<file path="src/rtl/sos_section_sequencer_pkg.sv">
// Shared constants for the SOS section sequencer: coefficient select codes,
// unity coefficient value and FSM state encodings.
package sos_section_sequencer_pkg;

    localparam int unsigned COEF_ONE  = 262144;
    localparam int unsigned NUM_COEFS = 6;

    localparam logic [2:0] SEL_B0   = 3'd0;
    localparam logic [2:0] SEL_B1   = 3'd1;
    localparam logic [2:0] SEL_B2   = 3'd2;
    localparam logic [2:0] SEL_A1   = 3'd3;
    localparam logic [2:0] SEL_A2   = 3'd4;
    localparam logic [2:0] SEL_GAIN = 3'd5;

    localparam logic [1:0] ST_IDLE  = 2'd0;
    localparam logic [1:0] ST_START = 2'd1;
    localparam logic [1:0] ST_WAIT  = 2'd2;

    function automatic int unsigned sec_width(input int unsigned n);
        return (n > 1) ? $clog2(n) : 1;
    endfunction

endpackage

</file>
<file path="src/rtl/sos_section_sequencer_coef_bank.sv">
// Per-section coefficient storage with one write port and one read port.
// The read port forwards a same-cycle write so a sample started together with a write sees it.
module sos_section_sequencer_coef_bank
    import sos_section_sequencer_pkg::*;
#(
    parameter int unsigned COEF_SIZE    = 20,
    parameter int unsigned NUM_SECTIONS = 2,
    parameter int unsigned SEC_W        = 1
) (
    input  logic                           clk,
    input  logic                           reset,
    input  logic                           wr_en,
    input  logic [SEC_W-1:0]               wr_sec,
    input  logic [2:0]                     wr_sel,
    input  logic [COEF_SIZE-1:0]           wr_data,
    input  logic [SEC_W-1:0]               rd_sec,
    output logic [NUM_COEFS*COEF_SIZE-1:0] rd_coef_c
);

    logic [COEF_SIZE-1:0] coef_q [NUM_SECTIONS][NUM_COEFS];

    // Reset leaves every section as a unity-gain passthrough.
    always_ff @(posedge clk) begin
        if (!reset) begin
            for (int s = 0; s < int'(NUM_SECTIONS); s++) begin
                for (int c = 0; c < int'(NUM_COEFS); c++) begin
                    coef_q[s][c] <= (3'(c) == SEL_B0 || 3'(c) == SEL_GAIN)
                                    ? COEF_SIZE'(COEF_ONE) : '0;
                end
            end
        end else if (wr_en) begin
            coef_q[wr_sec][wr_sel] <= wr_data;
        end
    end

    always_comb begin
        rd_coef_c = '0;
        for (int c = 0; c < int'(NUM_COEFS); c++) begin
            rd_coef_c[c*COEF_SIZE +: COEF_SIZE] = coef_q[rd_sec][c];
            if (wr_en && wr_sec == rd_sec && wr_sel == 3'(c)) begin
                rd_coef_c[c*COEF_SIZE +: COEF_SIZE] = wr_data;
            end
        end
    end

endmodule

</file>
<file path="src/rtl/sos_section_sequencer.sv">
// Time-multiplexes one external biquad engine across a cascade of SOS sections,
// holding per-section history and coefficients and chaining each output to the next section.
module sos_section_sequencer
    import sos_section_sequencer_pkg::*;
#(
    parameter int unsigned  DATA_SIZE    = 24,
    parameter int unsigned  COEF_SIZE    = 20,
    parameter int unsigned  NUM_SECTIONS = 2,
    parameter int unsigned  TIMEOUT      = 64,
    localparam int unsigned SEC_W        = sec_width(NUM_SECTIONS)
) (
    input  logic                           clk,
    input  logic                           reset,
    input  logic                           sample_trig,
    input  logic [DATA_SIZE-1:0]           data_in,
    output logic [DATA_SIZE-1:0]           data_out,
    output logic                           filter_done,
    output logic                           busy,
    input  logic                           cfg_we,
    input  logic [SEC_W-1:0]               cfg_sec,
    input  logic [2:0]                     cfg_sel,
    input  logic [COEF_SIZE-1:0]           cfg_data,
    input  logic                           status_clr,
    output logic                           overrun,
    output logic                           cfg_err,
    output logic                           timeout_err,
    output logic                           eng_start,
    output logic [DATA_SIZE-1:0]           eng_x,
    output logic [DATA_SIZE-1:0]           eng_x1,
    output logic [DATA_SIZE-1:0]           eng_x2,
    output logic [DATA_SIZE-1:0]           eng_y1,
    output logic [DATA_SIZE-1:0]           eng_y2,
    output logic [NUM_COEFS*COEF_SIZE-1:0] eng_coef,
    input  logic [DATA_SIZE-1:0]           eng_y,
    input  logic                           eng_done
);

    localparam int unsigned      WD_W     = $clog2(TIMEOUT + 1);
    localparam logic [SEC_W-1:0] SEC_LAST = SEC_W'(NUM_SECTIONS - 1);
    localparam logic [WD_W-1:0]  WD_LAST  = WD_W'(TIMEOUT - 1);

    logic [1:0]                     state_q, state_d;
    logic [SEC_W-1:0]               sec_q, sec_d;
    logic [WD_W-1:0]                wdog_q, wdog_d;
    logic [DATA_SIZE-1:0]           x_d, data_out_d;
    logic                           filter_done_d;
    logic                           load_ops, hist_we, timeout_set;
    logic                           cfg_ok, overrun_d, cfg_err_d, timeout_d;
    logic [NUM_COEFS*COEF_SIZE-1:0] coef_rd_c;

    logic [DATA_SIZE-1:0] hist_x1 [NUM_SECTIONS];
    logic [DATA_SIZE-1:0] hist_x2 [NUM_SECTIONS];
    logic [DATA_SIZE-1:0] hist_y1 [NUM_SECTIONS];
    logic [DATA_SIZE-1:0] hist_y2 [NUM_SECTIONS];

    sos_section_sequencer_coef_bank #(
        .COEF_SIZE    (COEF_SIZE),
        .NUM_SECTIONS (NUM_SECTIONS),
        .SEC_W        (SEC_W)
    ) u_coef_bank (
        .clk       (clk),
        .reset     (reset),
        .wr_en     (cfg_ok),
        .wr_sec    (cfg_sec),
        .wr_sel    (cfg_sel),
        .wr_data   (cfg_data),
        .rd_sec    (sec_d),
        .rd_coef_c (coef_rd_c)
    );

    // Next-state, operand-load and flag logic.
    always_comb begin
        state_d       = state_q;
        sec_d         = sec_q;
        wdog_d        = wdog_q;
        x_d           = eng_x;
        data_out_d    = data_out;
        filter_done_d = 1'b0;
        load_ops      = 1'b0;
        hist_we       = 1'b0;
        timeout_set   = 1'b0;

        case (state_q)
            ST_IDLE: begin
                if (sample_trig) begin
                    x_d      = data_in;
                    sec_d    = '0;
                    load_ops = 1'b1;
                    state_d  = ST_START;
                end
            end
            ST_START: begin
                wdog_d  = '0;
                state_d = ST_WAIT;
            end
            ST_WAIT: begin
                if (eng_done) begin
                    hist_we = 1'b1;
                    x_d     = eng_y;
                    if (sec_q == SEC_LAST) begin
                        data_out_d    = eng_y;
                        filter_done_d = 1'b1;
                        state_d       = ST_IDLE;
                    end else begin
                        sec_d    = sec_q + SEC_W'(1);
                        load_ops = 1'b1;
                        state_d  = ST_START;
                    end
                end else if (wdog_q == WD_LAST) begin
                    timeout_set = 1'b1;
                    state_d     = ST_IDLE;
                end else begin
                    wdog_d = wdog_q + WD_W'(1);
                end
            end
            default: state_d = ST_IDLE;
        endcase

        cfg_ok    = cfg_we && (state_q == ST_IDLE) && (32'(cfg_sec) < NUM_SECTIONS)
                    && (cfg_sel <= SEL_GAIN);
        // A set event in the same cycle as status_clr keeps the flag high.
        overrun_d = (overrun     && !status_clr) || (sample_trig && state_q != ST_IDLE);
        cfg_err_d = (cfg_err     && !status_clr) || (cfg_we && !cfg_ok);
        timeout_d = (timeout_err && !status_clr) || timeout_set;
    end

    always_ff @(posedge clk) begin
        if (!reset) begin
            state_q     <= ST_IDLE;
            sec_q       <= '0;
            wdog_q      <= '0;
            data_out    <= '0;
            filter_done <= 1'b0;
            busy        <= 1'b0;
            eng_start   <= 1'b0;
            overrun     <= 1'b0;
            cfg_err     <= 1'b0;
            timeout_err <= 1'b0;
            eng_x       <= '0;
            eng_x1      <= '0;
            eng_x2      <= '0;
            eng_y1      <= '0;
            eng_y2      <= '0;
            eng_coef    <= '0;
            for (int s = 0; s < int'(NUM_SECTIONS); s++) begin
                hist_x1[s] <= '0;
                hist_x2[s] <= '0;
                hist_y1[s] <= '0;
                hist_y2[s] <= '0;
            end
        end else begin
            state_q     <= state_d;
            sec_q       <= sec_d;
            wdog_q      <= wdog_d;
            data_out    <= data_out_d;
            filter_done <= filter_done_d;
            busy        <= (state_d != ST_IDLE);
            eng_start   <= load_ops;
            overrun     <= overrun_d;
            cfg_err     <= cfg_err_d;
            timeout_err <= timeout_d;
            // Operands are captured on entry to START and held until the engine answers.
            if (load_ops) begin
                eng_x    <= x_d;
                eng_x1   <= hist_x1[sec_d];
                eng_x2   <= hist_x2[sec_d];
                eng_y1   <= hist_y1[sec_d];
                eng_y2   <= hist_y2[sec_d];
                eng_coef <= coef_rd_c;
            end
            if (hist_we) begin
                hist_x1[sec_q] <= eng_x;
                hist_x2[sec_q] <= eng_x1;
                hist_y1[sec_q] <= eng_y;
                hist_y2[sec_q] <= eng_y1;
            end
        end
    end

endmodule

</file>
<file path="config.mk">
export PLATFORM = sky130hd
export DESIGN_NAME = sos_section_sequencer
export DESIGN_NICKNAME = d
export VERILOG_FILES = /design/src/rtl/sos_section_sequencer_pkg.sv /design/src/rtl/sos_section_sequencer_coef_bank.sv /design/src/rtl/sos_section_sequencer.sv
export SDC_FILE = /design/constraint.sdc
export NUM_CORES = 1
export LEC_CHECK = 0
export ABC_AREA = 1
export CORE_ASPECT_RATIO = 1.25
export CORE_MARGIN = 2
export CORE_UTILIZATION = 55
export CTS_CLUSTER_DIAMETER = 50
export DETAILED_ROUTE_END_ITERATION = 7
export GPL_ROUTABILITY_DRIVEN = 0
export PLACE_DENSITY = 0.79
export SETUP_SLACK_MARGIN = 0.02
export SLEW_MARGIN = 0
export SYNTH_ARGS = -nofsm -noshare
export SYNTH_HDL_FRONTEND = slang
export SYNTH_HIERARCHICAL = 1
export SYNTH_SLANG_ARGS = --single-unit
</file>
<file path="constraint.sdc">
create_clock -name clk -period 8.1 [get_ports clk]
set_clock_uncertainty 0.1 [all_clocks]
set_input_delay 2.43 -clock clk [delete_from_list [all_inputs] [get_ports clk]]
set_output_delay 2.43 -clock clk [all_outputs]
set_load 0.02 [all_outputs]
</file>
* Yosys cells after proc, flatten, opt, wreduce, memory -nomap -nowiden
Memories as Yosys holds them, arrays and structs flattened. A register that Yosys moved wholly into a read port is not among the register bits.
Cells that the tools add are included.
** Word-level totals
- Register bits after elaboration :: 64
- Memory bits (writable) :: 432
- Input port bits :: 78
- Word-level logic and storage cells :: 110
- Memories :: 5
** Memory list
- u_coef_bank.coef_q :: words 2, width 120, rd ports 1, clocked after Yosys merged registers in 1, wr ports 2, RTL line sos_section_sequencer_coef_bank.sv:20 : logic [COEF_SIZE-1:0] coef_q [NUM_SECTIONS][NUM_COEFS];
- hist_x1 :: words 2, width 24, rd ports 1, clocked after Yosys merged registers in 1, wr ports 2, RTL line sos_section_sequencer.sv:51 : logic [DATA_SIZE-1:0] hist_x1 [NUM_SECTIONS];
- hist_x2 :: words 2, width 24, rd ports 1, clocked after Yosys merged registers in 1, wr ports 2, RTL line sos_section_sequencer.sv:52 : logic [DATA_SIZE-1:0] hist_x2 [NUM_SECTIONS];
- hist_y1 :: words 2, width 24, rd ports 1, clocked after Yosys merged registers in 1, wr ports 2, RTL line sos_section_sequencer.sv:53 : logic [DATA_SIZE-1:0] hist_y1 [NUM_SECTIONS];
- hist_y2 :: words 2, width 24, rd ports 1, clocked after Yosys merged registers in 1, wr ports 2, RTL line sos_section_sequencer.sv:54 : logic [DATA_SIZE-1:0] hist_y2 [NUM_SECTIONS];
** Operators by class
- $add $sub $neg :: 2
- $lt $le $gt $ge :: 3
- Equality and inequality tests :: 7
- Multiplexer cells :: 49
- Bitwise gates (word level) :: 1
- Reduce and logical (&&, ||, !) cells :: 32
** Operators with widths (count)
- $mux W120 :: 3
- $mux W24 :: 6
- $reduce_or A120 Y1 :: 1
- $reduce_or A24 Y1 :: 4
- $demux W20 S3 :: 1
- $pmux W24 S2 :: 1
- $mux W1 :: 28
- $mux W20 :: 1
- $mux W7 :: 2
- $pmux W7 S2 :: 1
- $reduce_and A3 Y1 :: 3
- $logic_and A1 B1 Y1 :: 8
- $ne A2 B2 Y1 const B :: 4
- $reduce_bool A2 Y1 :: 4
- $add A7 B1 Y7 const B :: 1
- $eq A7 B6 Y1 const B :: 1
- $logic_not A1 Y1 :: 7
- $mux W2 :: 3
- $pmux W2 S3 :: 1
- $ge A4 B4 Y1 const B :: 1
- $lt A4 B1 Y1 const B :: 1
- $not A3 Y4 :: 1
- $pmux W1 S2 :: 2
- $reduce_and A4 Y1 :: 1
- 6 further kinds :: 8

* Depth between registers and ports, before layout
Gate-level depths: netlist (run 1).
- Word-level depth :: 8
- Gate-level depth with buffers :: 16
- Depth with buffers taken out :: 14

* By module
The synthesis (run 1) kept the hierarchy.
** Modules (own cells, without submodules)
- sos_section_sequencer :: instances 1, cells an instance 2018, area each 17744.5 um2
- sos_section_sequencer_coef_bank :: instances 1, cells an instance 1316, area each 11462.2 um2

* Worst setup path before layout (run 1)
No wires, ideal clock.
- Path type :: input -> register
- Start :: in reset
- End :: mem hist_x1[1][0], enable pin
- Data arrival time :: 4.979 ns
- Path slack :: 2.123 ns
- Cell stages on the path :: 5
- Path buffers :: 3
- Cells stage by stage :: clkbuf_1 nand2_1 clkbuf_1 buf_1 nand2_1
** RTL lines
- from (decl) :: RTL line sos_section_sequencer.sv:13 : input logic reset,
- to (decl) :: RTL line sos_section_sequencer.sv:51

==> run summary, run 1 <==
The run gives 23288 as the total number of vias. The number of clock buffers inserted by TritonCTS is 71, and the die width is 210 um. The worst setup path is captured at a flip-flop. During I/O placement, the number of pins put on the boundary was 348. Internal power comes to 6.19 mW. Leaving out filler cells and counting taps, the final layout contains 4304. After filler insertion, the fill cell instance count of the layout stands at 4052. TritonCTS built the clock tree. The largest net degree at the start of global routing is 184. The run gives 0 ns as the setup TNS after final layout.

Buffers added to address setup during post-CTS repair amount to 0. The number of clock sinks was 712. Setup repair after global routing left no endpoint under its margin. Traced cell by cell, the critical path runs through clkdlybuf4s50_1, nand2_1, nand2_1, nor2_1, nand3_2, inv_1, nand2_1, nand2_1, nand2_1. The cell repeated most along the worst path is nand2_1. The data arrival time of the critical path came out at 6.47 ns.

The area growth from synthesis to layout works out to 20.8%. Starting density of the core: 0.556. The logs give 0.497 for the share of power burned in registers and 0.403 for the share of total power in the clock network. Worst supply voltage drop on vdd: 0.000156 V. After detailed routing, the total wire length is 86400 um. Power spread over the standard cell area amounts to 234 nW/um^2. nand2_1 is the most common cell in the netlist.

In the final design database the tool counted 3652 nets. The startpoint kind of the worst setup timing path is an input pin. The worst slew margin relative to its limit was 0.267. The region available for standard cell placement spans 52600 sq um. The logs give 0 for the count of endpoints failing hold in the final timing report and 3 for the count of H-tree levels built during CTS.

The run finished with clean final reports. Counting flops and latches in the post-synthesis netlist gives 712. Across the run, the number of max-cap violations was 0.

After detailed routing, the number of remaining DRC violations is 0. Across all register-to-register paths, the minimum setup slack is 3.51 ns. The cell family contributing the most delay on the critical path is simple AND/OR/NAND/NOR gates.

Counting both buffers and inverters, the worst setup path holds a total of 2. The fraction of synthesis flops using an asynchronous set or reset pin is 0, and the quantity of hold-fixing buffers added after cts is 0. Once detail routing completed, the nets flagged for antenna violations numbered 0. The share of synthesized area occupied by flip-flops and latches came out at 0.636. The net count after synthesis was 3413; the maximum fanout encountered on the critical timing path was 22.

In this run, distinct cell masters in the synthesized netlist total 25. During synthesis, Yosys emitted a total of 6 warnings. Yosys attributes the largest share of cell area to edfxtp_1 (44%), dfxtp_1 (19%), nand2_1 (18%). The run gives 4172 as the number of placed instances with taps included.

Summed over all instances, the cell type with the most area after synthesis is edfxtp_1. For the critical path data required time, the log shows 8.13 ns. After the first detailed-routing iteration, the DRC count stood at 2298. For the final HPWL from detailed placement, the log shows 55800 um. Derived from the worst setup path, the maximum achievable clock frequency is 155 MHz.

The cell chosen for the clock root was clkbuf_16. The floorplan has 94 rows. In this run the vertical extent of the chip is 262 um. The first global-routing pass estimated 130000 um of wire.

For the via count of the first global-routing pass, the log shows 22188. Share of layout cells above drive strength 1: 0.0529. Combinational share of power: 0.100. A synthesized cell averages 8.76 sq um. The cell count after synthesis came out at 3334. The worst setup path is of the in2reg kind. Portion of the clock cycle consumed by the worst path in the final layout: 0.795. The net switching share of the total power was 0.252; the number of setup violations in the final report was 0. The port buffer count works out to 347. Average vias per placed instance: 5.41. Global-route total usage across every layer: 0.314. Ranked by instance count, the synthesized netlist is headed by nand2_1 (1375), edfxtp_1 (432), nor2_1 (393).

The run gives 0 as the sum of overflow across all layers after global routing. The dominant register cell in the synthesized netlist was edfxtp_1. At the later pin of the worst-skew pair, clock insertion delay measures 0.63 ns. The tools report the net switching power as 2.08 mW. Once the clock tree was built, the resizer swapped 0 gates to a different size. In this run the worst hold path is classified as reg2reg. The synthesized netlist occupies a cell area of 29200 sq um. The clock passes through at most 3 buffers.

The top-area cell type share of the netlist area works out to 0.444. For this design, the slowest cell found on the critical path is nand2_1. Leakage power summed over all cells: 15.2 nW.

The first detailed-routing pass took 6 iterations. The maximum single-stage delay on the critical path came out at 0.81 ns. The routed design could run at a clock period as short as 6.44 ns.

The final count of pins violating max slew is 0, and the number of synthesized flops with an enable pin is 432. The die covers 55000 sq um. Mean routed wirelength per cell: 20.1 um. Clock-pin slew was measured on the worst setup and hold paths at 0.06 ns.

The run gives 0 as the antenna cell count. At the pin with the least slew margin, the transition time is 1.10 ns. For the initial antenna violation count, the log shows 0.
## worst register-to-register path, cell delays in order, from the launching register on
cell,delay [ns]
dfxtp_1,0.33
inv_1,0.08
nand2_2,0.06
buf_4,0.68
nor2_1,0.12
o21ai_2,0.25
inv_6,0.17
inv_2,0.50
nor2_1,0.15
nor2_4,0.74
buf_4,0.44
nand2_1,0.48
nand2_1,0.19
nand2_1,0.08
nand2_1,0.08
nand2_1,0.05
## per-stage QoR
stage | setup slack [ns] | area, sq um | util | power (mW) | hold WS (ns)
2_1_floorplan | 2.12 | 29200 | - | 4.62 | 0.323
3_3_place_gp | 1.11 | 32900 | 0.626 | 4.99 | 0.333
4_1_cts | 1.70 | 35300 | 0.671 | 8.29 | 0.352
5_1_grt | 1.41 | 35300 | 0.671 | 8.51 | 0.363
3_5_place_dp | 1.08 | 32900 | 0.626 | 5.00 | 0.339
6_report | 1.66 | 35300 | 0.671 | 8.27 | 0.348
## placed cells by master, fill, tap and decap left out, types with 3 or more instances in the layout
cell type | netlist | routed
nand3_1 | 162 | 162
nand2_4 | 0 | 4
nor3_2 | 0 | 3
nor3_1 | 38 | 35
inv_1 | 250 | 250
o21ai_1 | 11 | 11
a31o_2 | 24 | 24
clkbuf_1 | 130 | 11
nor2_1 | 393 | 392
bufinv_16 | 0 | 3
buf_12 | 0 | 4
nand2_1 | 1375 | 1370
clkdlybuf4s50_1 | 0 | 346
o21ai_0 | 135 | 134
a21oi_1 | 10 | 10
nand2_2 | 2 | 3
clkinv_1 | 0 | 5
dfxtp_1 | 280 | 280
edfxtp_1 | 432 | 432
clkbuf_16 | 0 | 75
clkbuf_8 | 0 | 10
buf_4 | 25 | 25
clkinv_2 | 0 | 14
inv_6 | 0 | 7
## logic make-up (layout without fill, tap and decap cells)
logic type,after synthesis,count (layout),synth area share
buf+inv,463,761,0.0650
simple gates,1977,1977,0.264
fa+ha+maj,1,1,0.000428
xor+xnor,1,1,0.000300
compound gates,180,180,0.0339
flops,712,712,0.636
## power by group through the flow
stage	clock network, mW	logic, mW	registers [mW]
floorplan	0	0.368	4.25
global placement	0	0.810	4.18
detailed placement	0	0.817	4.18
CTS	3.36	0.823	4.10
global route	3.50	0.891	4.12
finish	3.33	0.827	4.10
## flip-flops by register name (all words and copies together) (netlist names), 24 cells and up
| register | cells |
|---|---|
| hist_y1 | 48 |
| eng_x2 | 24 |
| hist_x2 | 48 |
| data_out | 24 |
| hist_y2 | 48 |
| eng_x | 24 |
| eng_y1 | 24 |
| eng_x1 | 24 |
| eng_coef | 120 |
| u_coef_bank/coef_q | 240 |
| hist_x1 | 48 |
| eng_y2 | 24 |
## area by class of cell
class	instances	area, sq um	share of cell area
tap	672	841	0.0238
inverter	253	955	0.0271
sequential	712	18600	0.527
clock inverter	36	322	0.00911
clock buffer	96	2060	0.0583
multi-input combinational	2159	8790	0.249
timing repair buffer	376	3740	0.106
## path summary, 6_finish.rpt
check	depth (start not counted)	endpoint	startpoint
worst max-delay path	9	u_coef_bank/coef_q[1][104]$_SDFFCE_PN0P_	cfg_sel[2]
worst min-delay path	2	eng_coef[7]$_SDFFE_PN0N_	eng_coef[7]$_SDFFE_PN0N_
worst max register to register	15	eng_coef[87]$_SDFFE_PN0N_	state_q[0]$_SDFF_PN0_
worst min register to register	2	eng_coef[7]$_SDFFE_PN0N_	eng_coef[7]$_SDFFE_PN0N_
## per-layer routing
layer,track usage,part of all wire,wire length [um],up-vias
li1,-,-,-,10996
met1,0.348,0.33,28700,10743
met2,0.554,0.51,43900,1255
met3,0.0608,0.089,7690,294
met4,0.209,0.070,6070,0
met5,0,0,0,-
(Power assumes the default switching activity.)
==> run 2: changes to the inputs <==
--- a/config.mk
+++ b/config.mk
@@ -8,11 +8,11 @@
 export ABC_AREA = 1
 export CORE_ASPECT_RATIO = 1.25
 export CORE_MARGIN = 2
-export CORE_UTILIZATION = 55
+export CORE_UTILIZATION = 51
 export CTS_CLUSTER_DIAMETER = 50
 export DETAILED_ROUTE_END_ITERATION = 7
 export GPL_ROUTABILITY_DRIVEN = 0
-export PLACE_DENSITY = 0.79
+export PLACE_DENSITY = 0.77
 export SETUP_SLACK_MARGIN = 0.02
 export SLEW_MARGIN = 0
 export SYNTH_ARGS = -nofsm -noshare
==> constraint.sdc (replaced) <==
create_clock -name clk -period 5.36 [get_ports clk]
set_clock_uncertainty 0.1 [all_clocks]
set_input_delay 1.608 -clock clk [delete_from_list [all_inputs] [get_ports clk]]
set_output_delay 1.608 -clock clk [all_outputs]
set_load 0.02 [all_outputs]
==> run 2 against run 1 <==
  * Utilization fell by 4.5 points
  * Global-route usage is 2.1 points lower
  * Non-clock buffer count up 25
  * Setup slack worse by 0.42 ns
  * Final area is 0.91% higher
  * Critical endpoint is now u_coef_bank/coef_q[0][40]$_SDFFCE_PN0P_
  * Final cell count increased by 2.3%
  * Clock power is 53% higher
  * Sequential cell count did not move
  * Count of clock-buffer cells in the layout fell by 6
  * Critical path depth is the same
  * Via count grew 0.13%
  * Combinational power up 55%
==> run summary, run 2 (synthesis results as in run 1) <==
For the antenna cell count, the log shows 0 (unchanged). Crit path cell chain: clkdlybuf4s50_1, nand2_1, nand2_1, nor2_1, nand3_2, nor2_2, nand2_1, buf_4, nand2_1 (was clkdlybuf4s50_1, nand2_1, nand2_1, nor2_1, nand3_2, inv_1, nand2_1, nand2_1, nand2_1). The net switching power is 3.09 mW (was 2.08 mW). The final antenna-violating net count is 0 (unchanged), and the clock transition at the registers of the reported paths is 0.06 ns (about the same). The standard cell core area is 56900 sq um (was 52600 sq um), and the final core utilization is 0.626 (was 0.671). The critical setup path kind was in2reg (unchanged). The tools report the met1 demand-to-capacity share in global routing as 0.324 (was 0.348). The count of endpoints failing hold in the final timing report was 0 (unchanged); the number of setup violations in the final report was 0 (unchanged). The run gives 5.48 ns (was 8.13 ns) as the critical path data required time. Final count of pins violating max slew: 0 (unchanged). The starting density of the core was 0.513 (was 0.556); the flip-flop count of the largest register after layout was 240 (unchanged). Setup repair after global routing left no endpoint under its margin. Final hold slack: 0.346 ns (was 0.348 ns). The startpoint kind of the worst setup timing path is an input pin (unchanged). The dominant delay contributor by cell family on the critical path was simple AND/OR/NAND/NOR gates (unchanged). Die extent in y: 272 um (was 262 um). The port buffer count was 347 (unchanged); the global-route total usage across every layer was 0.293 (was 0.314). The worst path buffer plus inverter count was 2 (unchanged); the combinational share of power was 0.102 (was 0.100). Cell chosen for the clock root: clkbuf_16 (unchanged). The sum of overflow across all layers after global routing is 0 (unchanged), and the maximum single-stage delay on the critical path is 0.71 ns (was 0.81 ns).

The wire length of the first global-routing pass is 130000 um (about the same), and the average vias per placed instance is 5.29 (was 5.41). The area enclosed by the die boundary is 59200 sq um (was 55000 sq um), and the max-cap check violation count is 0 (unchanged). The portion of the clock cycle consumed by the worst path in the final layout is 0.769. Top library cells by usage in the layout, fill and taps aside: nand2_1 (1370), edfxtp_1 (432), nor2_1 (393) (was nand2_1 (1370), edfxtp_1 (432), nor2_1 (392)). The logs give 9.45 mW (was 6.19 mW) for the design internal power and 2628 (was 2298) for the number of DRC markers after the initial detailed-route iteration.

The count of unresolved DRC violations after routing was 0 (unchanged). The logs give 58500 um (was 55800 um) for the final HPWL from detailed placement and 6 (unchanged) for the iteration count of the initial detailed-routing pass. The logs give 0.305 (was 0.267) for the worst slew margin relative to its limit and 22054 (was 22188) for the via count of the first global-routing pass. The actual transition at the worst max-transition pin came out at 1.04 ns (was 1.10 ns). For the number of clock buffers inserted by TritonCTS, the log shows 71 (unchanged). The highest-utilization routing layer at the global route stage was met2 (unchanged). The data arrival time of the critical path was 4.25 ns (was 6.47 ns). The share of total power in the clock network was 0.405 (was 0.403); the net switching share of the total power was 0.247 (was 0.252).

The initial antenna violation count is 0 (unchanged). The top register by number of flip-flops was u_coef_bank/coef_q (unchanged). Top flop regs: u_coef_bank/coef_q x240, eng_coef x120 (unchanged).

Category of the worst setup path capture point: a flip-flop (unchanged). The post-CTS setup repair buffer count came out at 0 (unchanged). Clock period minus final worst setup slack: 4.12 ns.

The flow ran to the end, and the final reports show no timing, DRC or antenna violations. The quantity of hold-fixing buffers added after cts was 0 (unchanged). The area of placed instances came out at 33200 sq um (was 32900 sq um). Maximum fanout encountered on the critical timing path: 21 (was 22). The leakage power summed over all cells was 15.4 nW (was 15.2 nW); the area growth from synthesis to layout was 21.9% (was 20.8%).

Share of layout cells above drive strength 1: 0.0566 (was 0.0529). The most common library cell in the layout ignoring fill and taps is nand2_1 (unchanged). The count of H-tree levels built during CTS was 3 (unchanged); the share of power burned in registers was 0.494 (was 0.497). The critical-path cell with the highest stage delay was nand2_1 (unchanged).

The setup TNS after final layout came out at 0 ns (unchanged). Cell repeated most along the worst path: nand2_1 (unchanged). The worst supply voltage drop on vdd was 0.000302 V (was 0.000156 V). The class of the tightest hold or removal check was reg2reg (unchanged). The largest net degree at the start of global routing is 183 (was 184).

The total number of vias was 23319 (was 23288); the maximum achievable frequency was 242 MHz. The die width was 218 um (was 210 um); the quantity of gates resized following cts was 0 (unchanged). For the number of rows in the core area, the log shows 98 (was 94).

For the deepest clock path buffer count, the log shows 3 (unchanged). The met3 capacity usage during global routing is 0.0583 (was 0.0608). Clock insertion delay at the later pin of the skew report: 0.61 ns (was 0.63 ns).

TritonCTS built the clock tree. The logs give 712 (unchanged) for the number of clock sinks and 348 (unchanged) for the boundary pin count. Number of nets at the end of the flow: 3677 (was 3652).

The run gives 0.516 (was 0.554) as the fraction of met2 tracks used by global routing. The mean routed wirelength per cell came out at 19.9 um (was 20.1 um). The final standard cell area without fillers was 35600 sq um (was 35300 sq um). The power density over the cells was 352 nW/um^2 (was 234 nW/um^2); the overall routed net length was 87500 um (was 86400 um).
[run 2: changes by cell type in the layout (fill, tap and decap cells not counted), sizes merged]
cell      before  now
inv          261  258
clkinvlp       4    2
buf           30   55
bufinv         3    9
clkinv        21   24
clkbuf        96   90
[run 2: cell type report]
cell class / instances / area, sq um
sequential: 712 / 18600
fill: 4602 / 21300
clock inverter: 40 / 458
multi-input combinational: 2159 / 8800
clock buffer: 90 / 1900
inverter: 253 / 955
timing repair buffer: 401 / 3970
tap: 750 / 938
[run 2: worst register-to-register path, stage by stage, from the launching register on]
cell and delay (ns):
dfxtp_1 0.35, nor2_1 0.23, inv_1 0.19, nor2_1 0.29, nand3_2 0.24, nor2_2 0.35, nand2_1 0.09, buf_4 0.23
nand2_1 0.71
[run 2: worst paths after layout]
kind	start	slack [ns]	to	depth (start not counted)
worst max-delay path	cfg_sel[1]	1.24	u_coef_bank/coef_q[0][40]$_SDFFCE_PN0P_	9
worst min-delay path	wdog_q[6]$_SDFFE_PN0P_	0.35	wdog_q[6]$_SDFFE_PN0P_	2
worst max register to register	state_q[1]$_SDFF_PN0_	2.20	u_coef_bank/coef_q[0][40]$_SDFFCE_PN0P_	8
worst min register to register	wdog_q[6]$_SDFFE_PN0P_	0.35	wdog_q[6]$_SDFFE_PN0P_	2
[run 2: metrics by stage]
step           setup slack [ns]  total power, mW  instances
4_1_cts                    1.30             12.6       4405
5_1_grt                    1.07             12.9       4405
3_5_place_dp              0.716             7.57       4275
6_report                   1.24             12.5       4405
3_3_place_gp              0.861             7.55       4275
2_1_floorplan             0.205             6.98       3334
[run 2: power by group through the flow]
stage | clock, mW | combinational [mW] | sequential [mW]
floorplan | 0 | 0.556 | 6.42
global placement | 0 | 1.25 | 6.30
detailed placement | 0 | 1.26 | 6.31
CTS | 5.14 | 1.27 | 6.20
global route | 5.34 | 1.37 | 6.22
finish | 5.08 | 1.28 | 6.20
[run 2: metal layers]
layer  wire, um  vias up
li1           -    11035
met1      29800    10841
met2      44500     1171
met3       7420      272
met4       5740        0
met5          0        -
==> run 3: changes to the inputs <==
--- a/config.mk
+++ b/config.mk
@@ -8,11 +8,11 @@
 export ABC_AREA = 1
 export CORE_ASPECT_RATIO = 1.25
 export CORE_MARGIN = 2
-export CORE_UTILIZATION = 51
+export CORE_UTILIZATION = 55
 export CTS_CLUSTER_DIAMETER = 50
 export DETAILED_ROUTE_END_ITERATION = 7
 export GPL_ROUTABILITY_DRIVEN = 0
-export PLACE_DENSITY = 0.77
+export PLACE_DENSITY = 0.79
 export SETUP_SLACK_MARGIN = 0.02
 export SLEW_MARGIN = 0
 export SYNTH_ARGS = -nofsm -noshare
==> constraint.sdc (replaced) <==
create_clock -name clk -period 3.95 [get_ports clk]
set_clock_uncertainty 0.1 [all_clocks]
set_input_delay 1.185 -clock clk [delete_from_list [all_inputs] [get_ports clk]]
set_output_delay 1.185 -clock clk [all_outputs]
set_load 0.02 [all_outputs]
==> run 3 against run 2 <==
  * Final cell count down 1.4%
  * Power increased by 34%
  * Hold slack worse by 0.0038 ns
  * Highest routed layer unchanged
  * Combinational power rose by 39%
  * Largest power group unchanged
  * Setup slack got worse by 0.34 ns
  * Routed wire length fell by 2.3%
==> run summary, run 3 (synthesis results as in run 1) <==
Timing would allow up to 327 MHz. Critical-path cell with the highest stage delay: clkdlybuf4s50_1 (was nand2_1). The number of non-filler instances in the completed layout is 4344 (was 4405), and the count of endpoints failing hold in the final timing report is 0 (unchanged).

The power density over the cells works out to 470 nW/um^2 (was 352 nW/um^2). Crit path cell chain: clkdlybuf4s50_1 (was clkdlybuf4s50_1, nand2_1, nand2_1, nor2_1, nand3_2, nor2_2, nand2_1, buf_4, nand2_1). TritonCTS built the clock tree. The worst slew margin relative to its limit is 0.398 (was 0.305). The top register by number of flip-flops was u_coef_bank/coef_q (unchanged). The area growth from synthesis to layout came out at 22.7% (was 21.9%).

The maximum fanout encountered on the critical timing path was 2 (was 21). The logs give 3 (unchanged) for the deepest clock path buffer count and 55000 sq um (was 59200 sq um) for the area enclosed by the die boundary. The wire length of the first global-routing pass is 128000 um (was 130000 um), and the data arrival time of the critical path is 1.77 ns (was 4.25 ns). The run gives 8800 sq um (unchanged) as the area occupied by multi-input gates. Top library cells by usage in the layout, fill and taps aside: nand2_1 (1370), edfxtp_1 (432), nor2_1 (393) (unchanged).

The run gives 0 (unchanged) as the number of setup violations in the final report. The startpoint kind of the worst setup timing path is a flip-flop (was an input pin). The tools report the count of unresolved DRC violations after routing as 0 (unchanged). The via count of the first global-routing pass was 22178 (was 22054); the clock period minus final worst setup slack was 3.06 ns.

The max-cap check violation count was 0 (unchanged). The setup slack at placement is 0.328 ns (was 0.716 ns). The tools report the largest net degree at the start of global routing as 183 (unchanged). The flip-flop count of the largest register after layout is 240 (unchanged). Setup repair after global routing left no endpoint under its margin. The run gives 0.62 ns (was 0.61 ns) as the clock insertion delay at the later pin of the skew report.

The final core utilization came out at 0.682 (was 0.626). The leakage power summed over all cells is 15.5 nW (was 15.4 nW). The critical setup path kind was reg2out (was in2reg). The tools report the count of H-tree levels built during CTS as 3 (unchanged). Iteration count of the initial detailed-routing pass: 6 (unchanged). The actual transition at the worst max-transition pin is 0.904 ns (was 1.04 ns). Cell chosen for the clock root: clkbuf_16 (unchanged).

Dominant delay contributor by cell family on the critical path: buffers and inverters (was simple AND/OR/NAND/NOR gates). Starting density of the core: 0.556 (was 0.513). The worst path setup slack after routing was 0.894 ns (was 1.24 ns); the standard cell core area was 52600 sq um (was 56900 sq um). The tools report the quantity of hold-fixing buffers added after cts as 0 (unchanged). The portion of the clock cycle consumed by the worst path in the final layout is 0.774, and the worst supply voltage drop on vdd is 0.000376 V (was 0.000302 V).

The antenna cell count was 0 (unchanged). The number of placed instances with taps included is 4220 (was 4275), and the total of fill cells in the finished design is 3963 (was 4602). For the number of clock buffers inserted by TritonCTS, the log shows 69 (was 71). The tools report the critical path data required time as 2.66 ns (was 5.48 ns).

The quantity of gates resized following cts was 0 (unchanged). The port buffer count is 347 (unchanged). The run gives 2138 (was 2628) as the number of DRC markers after the initial detailed-route iteration.

For the boundary pin count, the log shows 348 (unchanged). The number of nets at the end of the flow is 3698 (was 3677), and the overall routed net length is 85500 um (was 87500 um). The die width was 210 um (was 218 um); the sequential standard cell area was 18600 sq um (unchanged).

The maximum single-stage delay on the critical path was 0.67 ns (was 0.71 ns); the total number of vias was 23305 (was 23319). The run gives 0 (unchanged) as the final antenna-violating net count. Top flop regs: u_coef_bank/coef_q x240, eng_coef x120 (unchanged). The logs give 0.342 ns (was 0.346 ns) for the final hold slack and 35800 sq um (was 35600 sq um) for the final standard cell area without fillers.

The share of layout cells above drive strength 1 works out to 0.0591 (was 0.0566). The logs give 0 (unchanged) for the post-CTS setup repair buffer count and 16.9 mW (was 12.5 mW) for the power consumption. The average vias per placed instance was 5.36 (was 5.29). For the sum of overflow across all layers after global routing, the log shows 0 (unchanged). The clock transition at the registers of the reported paths was 0.06 ns (about the same).

The tools report the area of placed instances as 33600 sq um (was 33200 sq um). The setup TNS after final layout came out at 0 ns (unchanged). The run gives 0 (unchanged) as the final count of pins violating max slew. The tools report the category of the worst setup path capture point as a primary output (was a flip-flop).

The number of rows in the core area is 94 (was 98), and the register-to-register setup slack is 1.48 ns (was 2.20 ns). The run finished with clean final reports. The tools report the final HPWL from detailed placement as 56700 um (was 58500 um).

Number of clock sinks: 712 (unchanged). The worst path buffer plus inverter count is 1 (was 2). Die extent in y: 262 um (was 272 um). Most common library cell in the layout ignoring fill and taps: nand2_1 (unchanged).

The class of the tightest hold or removal check is reg2reg (unchanged). The initial antenna violation count is 1 (was 0), and the mean routed wirelength per cell is 19.7 um (was 19.9 um). The run gives 0.310 (was 0.293) as the global-route total usage across every layer.
## run 3: cell count changes in the layout (fill, tap and decap cells not counted), sizes merged
cell	delta
buf	+23
clkinv	-4
bufinv	-3
clkbuf	+3
inv	-2
## run 3: layout make-up
cell class,count,share of cell area
Inverter,253,0.0266
Sequential cell,712,0.518
Clock buffer,93,0.0542
Timing Repair Buffer,424,0.123
Multi-Input combinational cell,2159,0.246
Tap cell,672,0.0235
Clock inverter,31,0.00911
## run 3: power breakdown
| group | switching [mW] | internal [mW] |
|---|---|---|
| Clock | 2.81 | 3.86 |
| Combinational | 1.18 | 0.603 |
| Sequential | 0.155 | 8.25 |
## run 3: layer usage
layer / GRT usage / share of wire / vias to the layer above
li1: - / - / 11077
met1: 0.324 / 0.32 / 10822
met2: 0.560 / 0.52 / 1143
met3: 0.0748 / 0.093 / 263
met4: 0.201 / 0.067 / 0
met5: 0 / 0 / -
## run 3: final timing paths
kind | to | from | depth (start not counted)
setup / recovery | eng_x2[8] | eng_x2[8]$_SDFFE_PN0N_ | 1
hold / removal | wdog_q[6]$_SDFFE_PN0P_ | wdog_q[6]$_SDFFE_PN0P_ | 2
setup reg to reg | eng_coef[80]$_SDFFE_PN0N_ | state_q[1]$_SDFF_PN0_ | 14
hold reg to reg | wdog_q[6]$_SDFFE_PN0P_ | wdog_q[6]$_SDFFE_PN0P_ | 2
